**src/rtl/axi_pkg.sv**
```systemverilog
// ============================================================================
//  Module      : axi_pkg
//  Description : Shared constants and types for the valid/ready message link
//                transmitter: default message width, default watchdog limit
//                and the transmit FSM state encoding.
//  Revision    : 1.0 - initial release
// ============================================================================
`default_nettype none

package axi_pkg;

  localparam int AXI_DATA_W  = 32;   // default message width in bits
  localparam int AXI_TIMEOUT = 256;  // default watchdog limit in cycles

  typedef enum logic [1:0] {
    IDLE  = 2'd0,  // link idle, waiting for FIFO data
    DRIVE = 2'd1,  // valid_o asserted, waiting for ready_i
    DROP  = 2'd2   // one forced idle cycle after a watchdog drop
  } state_e;

endpackage

`default_nettype wire

```
**src/rtl/sync_fifo.sv**
```systemverilog
// ============================================================================
//  Module      : sync_fifo
//  Description : Single-clock FIFO with wrap-bit pointers.
//                Ports:
//                  clk_i / reset_i    clock, synchronous active-high reset
//                  push_i / data_i    enqueue request and data (ignored if full)
//                  pop_i              dequeue request (ignored if empty)
//                  head_o             data at the read pointer
//                  full_o / empty_o   status derived from registered pointers
//                  level_o            number of stored entries
//  Revision    : 1.0 - initial release
// ============================================================================
`default_nettype none

module sync_fifo #(
  parameter int DATA_W = 32,
  parameter int DEPTH  = 4
) (
  input  logic                     clk_i,
  input  logic                     reset_i,
  input  logic                     push_i,
  input  logic [DATA_W-1:0]        data_i,
  input  logic                     pop_i,
  output logic [DATA_W-1:0]        head_o,
  output logic                     full_o,
  output logic                     empty_o,
  output logic [$clog2(DEPTH):0]   level_o
);

  localparam int AW = $clog2(DEPTH);
  localparam logic [AW:0] C_PTR_ONE = {{AW{1'b0}}, 1'b1};

  logic [DATA_W-1:0] mem_q [DEPTH];
  logic [AW:0]       wr_ptr_q;
  logic [AW:0]       rd_ptr_q;
  logic              push_en;
  logic              pop_en;

  // Same index with differing wrap bits means the writer has lapped the reader.
  assign empty_o = (wr_ptr_q == rd_ptr_q);
  assign full_o  = (wr_ptr_q[AW] != rd_ptr_q[AW]) &&
                   (wr_ptr_q[AW-1:0] == rd_ptr_q[AW-1:0]);
  assign level_o = wr_ptr_q - rd_ptr_q;
  assign head_o  = mem_q[rd_ptr_q[AW-1:0]];

  assign push_en = push_i && !full_o;
  assign pop_en  = pop_i && !empty_o;

  always_ff @(posedge clk_i) begin
    if (reset_i) begin
      wr_ptr_q <= '0;
      rd_ptr_q <= '0;
    end else begin
      if (push_en) wr_ptr_q <= wr_ptr_q + C_PTR_ONE;
      if (pop_en)  rd_ptr_q <= rd_ptr_q + C_PTR_ONE;
    end
  end

  // Storage carries no reset; only the pointers decide what is valid.
  always_ff @(posedge clk_i) begin
    if (push_en) mem_q[wr_ptr_q[AW-1:0]] <= data_i;
  end

endmodule

`default_nettype wire

```
**src/rtl/axi_master_tx.sv**
```systemverilog
// ============================================================================
//  Module      : axi_master_tx
//  Description : Transmit side of the 32-bit valid/ready message link. The
//                core pushes messages into a small FIFO; an FSM drains it
//                into a registered output stage, one handshake per message.
//                A watchdog drops the head message if the slave stalls.
//                Ports:
//                  clk_i / reset_i       clock, synchronous active-high reset
//                  message_i / push_i    core enqueue interface
//                  push_ready_o          FIFO not full
//                  level_o               FIFO entries (output stage excluded)
//                  message_o / valid_o   registered link outputs
//                  ready_i               link ready from the slave
//                  done_o                one-cycle pulse per handshake
//                  busy_o                FIFO non-empty or valid_o high
//                  err_o / clr_err_i     sticky timeout flag and its clear
//  Revision    : 1.0 - initial release
// ============================================================================
`default_nettype none

module axi_master_tx
  import axi_pkg::*;
#(
  parameter int DATA_W  = AXI_DATA_W,
  parameter int DEPTH   = 4,
  parameter int TIMEOUT = AXI_TIMEOUT
) (
  input  logic                     clk_i,
  input  logic                     reset_i,
  input  logic [DATA_W-1:0]        message_i,
  input  logic                     push_i,
  output logic                     push_ready_o,
  output logic [$clog2(DEPTH):0]   level_o,
  output logic [DATA_W-1:0]        message_o,
  output logic                     valid_o,
  input  logic                     ready_i,
  output logic                     done_o,
  output logic                     busy_o,
  output logic                     err_o,
  input  logic                     clr_err_i
);

  // The counter never needs to exceed TIMEOUT-1, so clog2(TIMEOUT) bits suffice.
  localparam int              WD_W     = (TIMEOUT > 1) ? $clog2(TIMEOUT) : 1;
  localparam logic [WD_W-1:0] C_WD_MAX = WD_W'((TIMEOUT == 0) ? 0 : TIMEOUT - 1);
  localparam logic [WD_W-1:0] C_WD_ONE = WD_W'(1);
  localparam bit              C_WD_EN  = (TIMEOUT != 0);

  state_e              state_q;
  logic [DATA_W-1:0]   message_q;
  logic                valid_q;
  logic                done_q;
  logic                err_q;
  logic [WD_W-1:0]     wd_q;

  logic [DATA_W-1:0]   fifo_head;
  logic                fifo_full;
  logic                fifo_empty;
  logic                fifo_pop;

  // Pop whenever the output stage is about to load a new head: from IDLE, or
  // on a handshake in DRIVE so back-to-back messages go out every cycle.
  assign fifo_pop = !fifo_empty &&
                    ((state_q == IDLE) || ((state_q == DRIVE) && ready_i));

  sync_fifo #(
    .DATA_W (DATA_W),
    .DEPTH  (DEPTH)
  ) u_fifo (
    .clk_i   (clk_i),
    .reset_i (reset_i),
    .push_i  (push_i),
    .data_i  (message_i),
    .pop_i   (fifo_pop),
    .head_o  (fifo_head),
    .full_o  (fifo_full),
    .empty_o (fifo_empty),
    .level_o (level_o)
  );

  always_ff @(posedge clk_i) begin
    if (reset_i) begin
      state_q   <= IDLE;
      message_q <= '0;
      valid_q   <= 1'b0;
      done_q    <= 1'b0;
      err_q     <= 1'b0;
      wd_q      <= '0;
    end else begin
      done_q <= 1'b0;
      // A clear is overridden below by a timeout on the same edge.
      if (clr_err_i) err_q <= 1'b0;

      unique case (state_q)
        IDLE: begin
          wd_q <= '0;
          if (!fifo_empty) begin
            message_q <= fifo_head;
            valid_q   <= 1'b1;
            state_q   <= DRIVE;
          end
        end

        DRIVE: begin
          if (ready_i) begin
            // Handshake has priority over a timeout on the same edge.
            done_q <= 1'b1;
            wd_q   <= '0;
            if (!fifo_empty) begin
              message_q <= fifo_head;
            end else begin
              message_q <= '0;
              valid_q   <= 1'b0;
              state_q   <= IDLE;
            end
          end else if (C_WD_EN && (wd_q == C_WD_MAX)) begin
            message_q <= '0;
            valid_q   <= 1'b0;
            err_q     <= 1'b1;
            wd_q      <= '0;
            state_q   <= DROP;
          end else if (C_WD_EN) begin
            wd_q <= wd_q + C_WD_ONE;
          end
        end

        DROP: begin
          state_q <= IDLE;
        end

        default: begin
          message_q <= '0;
          valid_q   <= 1'b0;
          wd_q      <= '0;
          state_q   <= IDLE;
        end
      endcase
    end
  end

  assign message_o    = message_q;
  assign valid_o      = valid_q;
  assign done_o       = done_q;
  assign err_o        = err_q;
  assign push_ready_o = !fifo_full;
  assign busy_o       = !fifo_empty || valid_q;

endmodule

`default_nettype wire
```
**config.mk**
```make
export PLATFORM = sky130hd
export DESIGN_NAME = axi_master_tx
export DESIGN_NICKNAME = d
export VERILOG_FILES = /design/src/rtl/axi_pkg.sv /design/src/rtl/sync_fifo.sv /design/src/rtl/axi_master_tx.sv
export SDC_FILE = /design/constraint.sdc
export NUM_CORES = 1
export LEC_CHECK = 0
export CAP_MARGIN = 15
export CORE_MARGIN = 2
export CORE_UTILIZATION = 32
export CTS_CLUSTER_DIAMETER = 150
export CTS_CLUSTER_SIZE = 28
export DETAILED_ROUTE_END_ITERATION = 8
export GPL_ROUTABILITY_DRIVEN = 1
export PLACE_DENSITY = 0.46
export SLEW_MARGIN = 20
export SYNTH_ARGS = -nofsm -noshare
export SYNTH_HDL_FRONTEND = slang
export SYNTH_SLANG_ARGS = --single-unit
```
**constraint.sdc**
```tcl
create_clock -name clk_i -period 7.4 [get_ports clk_i]
set_clock_uncertainty 0.1 [all_clocks]
set_input_delay 1.11 -clock clk_i [delete_from_list [all_inputs] [get_ports clk_i]]
set_output_delay 1.11 -clock clk_i [all_outputs]
set_load 0.05 [all_outputs]
```
==> flow_metrics.py <==
metrics = {
    "logic_synthesis": {
        "yosys-top-cells-area": "edfxtp_1, dfxtp_1, mux4_2",
        "yosysSeqAreaShare_pct": 73.2,
        "async_reset_ff_share_pct": 0,
        "synthCells": 357,
        "synthTopCellsByCount": "edfxtp_1, dfxtp_1, mux4_2",
        "synth_most_common_cell": "edfxtp_1",
        "yosysTopAreaCell": "edfxtp_1",
        "yosys_warnings": 0,
        "ys_types": 43,
        "synth-main-ff-cell": "edfxtp_1",
        "syn_avg_cell_area_um2": 18.8,
        "synth.cell_area_um2": 6700,
        "synth_edf_count": 128,
        "synth_seq_cells": 181,
        "synth.net_count": 403,
        "synth.top_cell.area_share_pct": 57.4,
    },
    "worst_setup_path": {
        "cp.required_ns": 6.19,
        "r2r-end": "u_fifo.mem_q[3][18]",
        "r2r_slack_ns": 4.72,
        "rr_startpoint": "u_fifo.wr_ptr_q[0]",
        "worstSetupStartpointType": "register",
        "cp-end-kind": "output port",
        "critPathMaxFanout": 4,
        "r2r_cells": 5,
        "critPathKind": "reg -> out",
        "arrival_ns": 2.54,
    },
    "grt": {
        "grtUsageTotal_pct": 12.4,
        "overflow": 0,
        "grt_max_degree": 34,
        "antenna_found_initial": 0,
        "grt_first_pass_wirelength_mm": 20.2,
        "grt_pass1_vias": 3502,
    },
    "die": {
        "dieArea_um2": 22100,
        "rows": 52,
        "core_um2": 20400,
        "die_w_um": 149,
        "start_util_pct": 32.9,
        "io-pin-count": 77,
        "die_h_um": 149,
    },
    "drt": {
        "routed_via_density": 4.72,
        "vias": 3400,
        "drc": 0,
        "wl_per_cell_um": 18.2,
        "drtIter0Drc": 189,
        "finalWirelength_mm": 13.1,
        "firstDrtPassIters": 6,
        "postRouteAntennaNets": 0,
    },
    "sta": {
        "fmax_mhz": 267,
        "maxSlewHeadroom_pct": 32.8,
        "slew_viol_final": 0,
        "finalHoldViolCount": 0,
        "tightestPinTransition_ns": 1.01,
        "fin_ws_ns": 3.65,
        "setup_viol": 0,
        "fin_setup_tns_ns": 0,
        "rsz0062_at_grt": "no",
        "finalCriticalPeriod_ns": 3.75,
        "timing.hold.ws_ns": 0.378,
        "period_share_pct": 50.7,
    },
    "final_layout": {
        "fill_cells": 1849,
        "n_antenna_cell": 0,
        "drive_gt1_share_pct": 21.6,
        "area_growth_pct": 23.9,
        "nNetsFinal": 483,
    },
    "min_path": {
        "min_path_cells": 1,
        "hold_class": "reg -> reg",
        "whs_endpoint": "message_o[26]",
        "hp-start": "message_o[26]",
    },
    "pwr": {
        "power_density_nw_per_um2": 383,
        "power_leakage_nw": 2.73,
        "ir_drop_v": 0.000174,
    },
    "cts": {
        "clk_latency_ns": 0.42,
        "numCtsBuffers": 17,
        "hold_buffers": 0,
        "cts-root-buf": "clkbuf_16",
        "clk_pin_slew_worst_paths_ns": 0.07,
        "cts_post_setup_buffers_inserted": 0,
        "clock_sinks": 181,
        "cts_max_level": 4,
        "cts_tree": "done",
        "clockBufferDepth": 2,
        "cts_resized": 0,
    },
    "place": {
        "dp_slack_ns": 3.89,
        "port_buffers": 76,
        "dpl.hpwl_mm": 7.64,
        "gp_congestion": 0.672,
    },
    "flow_run": {
        "cap_violations": 0,
    },
    "outcome": {
        "outcome": "finished, final reports clean",
    },
}
## kinds of logic after synthesis
family                   Yosys count  synth area share, %
flip-flops                       181                 73.2
AND/OR/NAND/NOR                   51                 3.92
AO/OA/AOI/OAI                     47                 6.48
multiplexers                      34                 11.1
buffers and inverters             24                 1.96
XOR/XNOR                          11                 1.55
adder cells (fa/ha/maj)            9                 1.79
## layout make-up
type / count / area (µm²) / area share [%]
repair buffers: 78 / 796 / 9.59
inverters: 7 / 26.3 / 0.317
clock buffers: 18 / 429 / 5.17
flip-flops and latches: 181 / 4910 / 59.1
well taps: 270 / 338 / 4.07
multi-input cells: 152 / 1670 / 20.2
clock inverters: 14 / 129 / 1.55
## through the flow
stage	power (mW)	instance area, µm²	cells	util, %
5_1_grt	3.32	8300	720	40.8
3_3_place_gp	2.35	7710	687	37.9
3_5_place_dp	2.37	7740	688	38.0
2_1_floorplan	2.04	6700	357	-
4_1_cts	3.22	8300	720	40.8
6_report	3.18	8300	720	40.8
## registers in the layout, indices dropped and copies added, names as in the netlist, named ones only
signal / flops
wd_q: 8
u_fifo.mem_q: 128
done_o: 1
valid_o: 1
state_q: 2
err_o: 1
u_fifo.wr_ptr_q: 3
message_o: 32
u_fifo.rd_ptr_q: 3
## worst max-delay path, stage by stage (launching register included)
cell and delay, ns:
dfxtp_1 0.40, inv_1 0.10, ha_1 0.21, fa_1 0.43, xnor2_1 0.15, clkdlybuf4s50_1 0.82
## layer usage
metal / GRT usage [%] / up-vias / wire, µm
met5: 0 / - / 0
met4: 4.00 / 0 / 133
met3: 3.56 / 12 / 494
met2: 20.7 / 77 / 6590
met1: 15.8 / 1735 / 5860
li1: - / 1576 / -
## cells in the final DEF, fill, tap and decap left out, types with 2 or more instances in the layout
cell and n:
nor3b_1 2, inv_6 2, xor2_1 5, dfxtp_1 51, xnor2_1 5, ha_1 8, mux2i_1 2, edfxtp_1 128
or2_2 2, clkinv_2 2, a22o_2 21, nand3_1 5, and2_2 4, inv_1 7, clkinv_4 3, dfxtp_2 2
nand2_1 6, clkdlybuf4s50_1 76, clkinvlp_4 4, nor2_1 17, a22o_1 11, clkbuf_16 17, nand2b_1 3, a311oi_1 2
mux4_2 32, nand4_1 4, a21oi_1 2
## how the worst max path moves through the flow
stage | startpoint | endpoint | slack, ns | cells past startpoint
after floorplan | u_fifo.wr_ptr_q[0] | level_o[2] | 4.27 | 4
after detailed placement | ready_i | message_o[30] | 3.89 | 5
final | u_fifo.wr_ptr_q[0] | level_o[2] | 3.65 | 5
after global routing | u_fifo.wr_ptr_q[0] | level_o[2] | 3.49 | 5
after CTS | u_fifo.wr_ptr_q[0] | level_o[2] | 3.62 | 5
after global placement | ready_i | message_o[17] | 3.64 | 5
## where the power goes
part | switching, mW | leakage [nW] | internal, mW
Sequential | 0.121 | 1.61 | 1.22
Combinational | 0.570 | 0.858 | 0.415
Clock | 0.381 | 0.262 | 0.466
Total | 1.07 | 2.73 | 2.11
No activity file was read; power rests on OpenSTA's default activity.
